### config.mk
export PLATFORM = sky130hd
export DESIGN_NAME = demux_stream_n
export DESIGN_NICKNAME = d
export VERILOG_FILES = /design/src/rtl/demux_stream_n.sv
export SDC_FILE = /design/constraint.sdc
export NUM_CORES = 1
export LEC_CHECK = 0
export ABC_AREA = 1
export ABC_CLOCK_PERIOD_IN_PS = 3040
export CAP_MARGIN = 20
export CORE_ASPECT_RATIO = 0.6
export CORE_MARGIN = 1.5
export CORE_UTILIZATION = 43
export CTS_BUF_LIST = sky130_fd_sc_hd__clkbuf_16
export DETAILED_ROUTE_END_ITERATION = 16
export GPL_ROUTABILITY_DRIVEN = 0
export PLACE_DENSITY = 0.94
export SETUP_SLACK_MARGIN = 0.1
export SLEW_MARGIN = 20
export SYNTH_ARGS = -nofsm -noshare
export SYNTH_HDL_FRONTEND = slang
export SYNTH_SLANG_ARGS = --single-unit
### constraint.sdc
create_clock -name clk -period 3.04 [get_ports clk]
set_input_delay 0.608 -clock clk [delete_from_list [all_inputs] [get_ports clk]]
set_output_delay 0.608 -clock clk [all_outputs]
set_load 0.01 [all_outputs]
### src/rtl/demux_stream_n.sv
// demux_stream_n: registered 1-to-NUM_CH stream demultiplexer with packet-locked
// routing, a one-entry output register and illegal-select drop accounting.
module demux_stream_n #(
    parameter int unsigned NUM_CH = 8,
    parameter int unsigned DATA_W = 8,
    localparam int unsigned SEL_W = $clog2(NUM_CH)
) (
    input  logic              clk,
    input  logic              rst_n,
    input  logic              in_valid,
    output logic              in_ready,
    input  logic [DATA_W-1:0] in_data,
    input  logic              in_last,
    input  logic [SEL_W-1:0]  sel,
    output logic [NUM_CH-1:0] out_valid,
    input  logic [NUM_CH-1:0] out_ready,
    output logic [DATA_W-1:0] out_data,
    output logic              out_last,
    output logic              err_sel,
    output logic [15:0]       drop_cnt
);

    localparam int unsigned CNT_W = 16;

    typedef enum logic [1:0] {
        ST_IDLE,
        ST_FWD,
        ST_DROP
    } state_t;

    state_t             state_q, state_d;
    logic [SEL_W-1:0]   lock_ch_q, lock_ch_d;
    logic [NUM_CH-1:0]  out_valid_q, out_valid_d;
    logic [DATA_W-1:0]  out_data_q, out_data_d;
    logic               out_last_q, out_last_d;
    logic               err_sel_q, err_sel_d;
    logic [CNT_W-1:0]   drop_cnt_q, drop_cnt_d;

    logic               sel_bad;
    logic               discard;
    logic               full;
    logic               drain;
    logic               accept;
    logic [SEL_W-1:0]   dest_ch;

    // Handshake decode: discarded beats are always accepted, routed beats need room.
    always_comb begin
        sel_bad  = (32'(sel) >= NUM_CH);
        discard  = (state_q == ST_DROP) || ((state_q == ST_IDLE) && sel_bad);
        full     = |out_valid_q;
        drain    = |(out_valid_q & out_ready);
        in_ready = discard ? 1'b1 : (!full || drain);
        accept   = in_valid && in_ready;
        dest_ch  = (state_q == ST_IDLE) ? sel : lock_ch_q;
    end

    // Next-state, output register and drop counter update.
    always_comb begin
        state_d     = state_q;
        lock_ch_d   = lock_ch_q;
        out_valid_d = out_valid_q;
        out_data_d  = out_data_q;
        out_last_d  = out_last_q;
        err_sel_d   = 1'b0;
        drop_cnt_d  = drop_cnt_q;

        // A drain empties the register; a same-cycle load overrides below.
        if (drain) begin
            out_valid_d = '0;
        end

        if (accept) begin
            if (discard) begin
                if (drop_cnt_q != 16'hFFFF) begin
                    drop_cnt_d = drop_cnt_q + 16'd1;
                end
            end else begin
                for (int unsigned i = 0; i < NUM_CH; i++) begin
                    out_valid_d[i] = (32'(dest_ch) == i);
                end
                out_data_d = in_data;
                out_last_d = in_last;
            end

            case (state_q)
                ST_IDLE: begin
                    if (sel_bad) begin
                        err_sel_d = 1'b1;
                        if (!in_last) state_d = ST_DROP;
                    end else begin
                        lock_ch_d = sel;
                        if (!in_last) state_d = ST_FWD;
                    end
                end
                ST_FWD: begin
                    if (in_last) state_d = ST_IDLE;
                end
                ST_DROP: begin
                    if (in_last) state_d = ST_IDLE;
                end
                default: state_d = ST_IDLE;
            endcase
        end
    end

    // State and datapath registers.
    always_ff @(posedge clk or negedge rst_n) begin
        if (!rst_n) begin
            state_q     <= ST_IDLE;
            lock_ch_q   <= '0;
            out_valid_q <= '0;
            out_data_q  <= '0;
            out_last_q  <= 1'b0;
            err_sel_q   <= 1'b0;
            drop_cnt_q  <= '0;
        end else begin
            state_q     <= state_d;
            lock_ch_q   <= lock_ch_d;
            out_valid_q <= out_valid_d;
            out_data_q  <= out_data_d;
            out_last_q  <= out_last_d;
            err_sel_q   <= err_sel_d;
            drop_cnt_q  <= drop_cnt_d;
        end
    end

    assign out_valid = out_valid_q;
    assign out_data  = out_data_q;
    assign out_last  = out_last_q;
    assign err_sel   = err_sel_q;
    assign drop_cnt  = drop_cnt_q;

endmodule

==> results.py <==
metrics = {
    "status": {
        "status": "finished clean",
    },
    "synthesis": {
        "synth_cell_types": 18,
        "synth-edff-count": 0,
        "syn_inst": 153,
        "synth_area_sq_um": 1190,
        "ys_warn_count": 0,
        "ys_ff_latch": 21,
        "synth_top_cell_area_share": 0.443,
        "synth_top_flop_cell": "dfrtp_1",
        "async_flop_share": 1.00,
        "synth_seq_area_share": 0.443,
        "synth.most_common_cell": "nand2_1",
        "ys_top_cells_by_count": "nand2_1 (59), dfrtp_1 (21), buf_4 (18)",
        "synth_top_area_cell": "dfrtp_1",
        "avgSynthCellArea_sq_um": 7.75,
        "synth_area_leaders": "dfrtp_1 (44%), nand2_1 (19%), buf_4 (11%)",
    },
    "clock_tree": {
        "cts_setup_buffers": 0,
        "postCtsHoldBufs": 0,
        "cts_root_buf": "clkbuf_16",
        "cts_made_buffers": 3,
        "clkTransAtPathRegs_ns": 0.06,
        "cts_tree": "yes",
        "clock-sinks": 21,
        "insertion_delay_ns": 0.25,
        "cts_resized": 0,
        "cts_max_level": 1,
        "clockBufferDepth": 2,
    },
    "setup_path": {
        "required_ns": 2.43,
        "end_kind": "output port",
        "cp-start-kind": "input pin",
        "worst-setup-path-type": "input pin to output port",
        "arrival_ns": 1.92,
        "crit_fanout": 2,
    },
    "die": {
        "die_h_um": 43.7,
        "fp.coreArea_sq_um": 2560,
        "dieArea_sq_um": 3090,
        "die_w_um": 70.8,
        "num_io_pins": 58,
        "num_rows": 14,
        "start_util": 0.464,
    },
    "global_routing": {
        "grt_pass1_wl_mm": 4.31,
        "grt_max_degree": 22,
        "gr-usage-all-layers": 0.181,
        "grt-ovfl-total": 0,
        "grt_antenna_before_repair": 0,
        "grt_pass1_vias": 935,
    },
    "detailed_routing": {
        "drt_iter0_drc": 67,
        "totalWireLength_mm": 2.65,
        "vias": 1048,
        "viasPerCell": 4.66,
        "drc": 0,
        "detail-route-antenna-nets": 0,
        "firstDrtPassIters": 4,
        "avgRoutedWirePerCell_um": 11.8,
    },
    "placed_design": {
        "hpwl_mm": 1.98,
        "port_buffers": 40,
    },
    "finish": {
        "ff_latch_area_sq_um": 526,
        "fin_nets": 217,
        "diodes": 0,
        "num-fill-cells": 226,
        "postLayoutCoreUtil": 0.633,
        "multiInputGateArea_sq_um": 504,
        "drive_gt1_frac": 0.0829,
        "syn_to_final_growth_pct": 36.4,
    },
    "sta": {
        "skew_ns": 0.00154,
        "setup_viol": 0,
        "worstMarginPinSlew_ns": 0.922,
        "rsz0062_at_grt": "no",
        "tns_ns": 0,
        "slew_viol_final": 0,
        "min_period_ns": 2.52,
        "finalCritPeriodShare": 0.830,
        "fmax_mhz": 396,
        "final-hold-violation-count": 0,
        "slew_headroom": 0.383,
    },
    "hold_path": {
        "min_path_type": "flop to flop",
    },
    "power_and_ir_drop": {
        "p_leak_nw": 0.843,
        "ir_worst_vdd_uv": 435,
        "pwr_density_cell_nw_per_um2": 1300,
    },
    "run": {
        "drv_cap": 0,
    },
}
-- layout by cell type, fill, tap and decap left out --
master and instances:
a21oi_2 1, buf_4 1, dfrtp_1 21, conb_1 17
nand3_4 1, nand3_1 9, inv_1 14, nor2_2 2
clkbuf_16 3, inv_2 2, nand2_4 1, clkdlybuf4s50_1 40
or2_1 1, nand2_1 59, o21ai_2 4, clkinv_2 1
o21ai_0 2, nor2_1 6, nand4_1 8
-- critical path, stage by stage --
cell and delay [ns]:
clkdlybuf4s50_1 0.42, nand2_1 0.08, nand2_1 0.06, nor2_2 0.17, nand3_4 0.09, clkdlybuf4s50_1 0.49
-- area by class of cell --
| type | count | area share |
|---|---|---|
| repair buffers | 41 | 0.252 |
| clock buffers | 3 | 0.0464 |
| well taps | 32 | 0.0247 |
| flip-flops and latches | 21 | 0.325 |
| inverters | 16 | 0.0371 |
| clock inverters | 1 | 0.00309 |
| multi-input cells | 111 | 0.312 |
-- per-layer routing --
| metal | vias up | track usage | wire, um |
|---|---|---|---|
| li1 | 521 | - | - |
| met1 | 480 | 0.259 | 1200 |
| met2 | 45 | 0.279 | 1240 |
| met3 | 2 | 0.0605 | 203 |
| met4 | 0 | 0.0226 | 7 |
| met5 | - | 0 | 0 |
-- metrics by stage --
stage	cell area, sq um	setup WS [ns]	total power (W)	hold WS (ns)	instances
2_1_floorplan	1250	1.24	0.00139	0.312	169
3_3_place_gp	1540	0.563	0.00178	0.453	221
3_5_place_dp	1540	0.514	0.00183	0.463	221
4_1_cts	1620	0.510	0.00212	0.477	225
5_1_grt	1620	0.440	0.00229	0.501	225
6_report	1620	0.517	0.00210	0.472	225
-- power by group --
| group | internal (W) | switching (W) | total, W |
|---|---|---|---|
| logic | 0.000533 | 0.000763 | 0.00130 |
| clock network | 0.000176 | 0.0000983 | 0.000275 |
| registers | 0.000424 | 0.000109 | 0.000533 |
| total | 0.00113 | 0.000971 | 0.00210 |
-- logic make-up (layout without fill, tap and decap cells) --
family / Yosys count / count (layout) / synth area share
buffers and inverters: 37 / 61 / 0.182
flip-flops: 21 / 21 / 0.443
AO/OA/AOI/OAI: 7 / 7 / 0.0454
AND/OR/NAND/NOR: 87 / 87 / 0.326
other: 1 / 17 / 0.00316
-- worst paths after layout --
check / startpoint / end / slack [ns] / cells past startpoint
setup / recovery: out_ready[6] / in_ready / 0.52 / 6
hold / removal: out_data[4] / out_data[4] / 0.47 / 2
hold reg to reg: out_data[4] / out_data[4] / 0.47 / 2
max in group asynchronous: rst_n / out_valid[1] / 1.60 / 1
setup reg to reg: out_valid[5] / lock_ch_q[2] / 1.54 / 9
min in group asynchronous: rst_n / out_valid[3] / 0.87 / 1
-- state kept, by name, summed over array words and instances, names as in the netlist --
signal,flops
out_data,8
out_valid,8
lock_ch_q,3
out_last,1
state_q,1
Power figures use the tool's default switching activity.
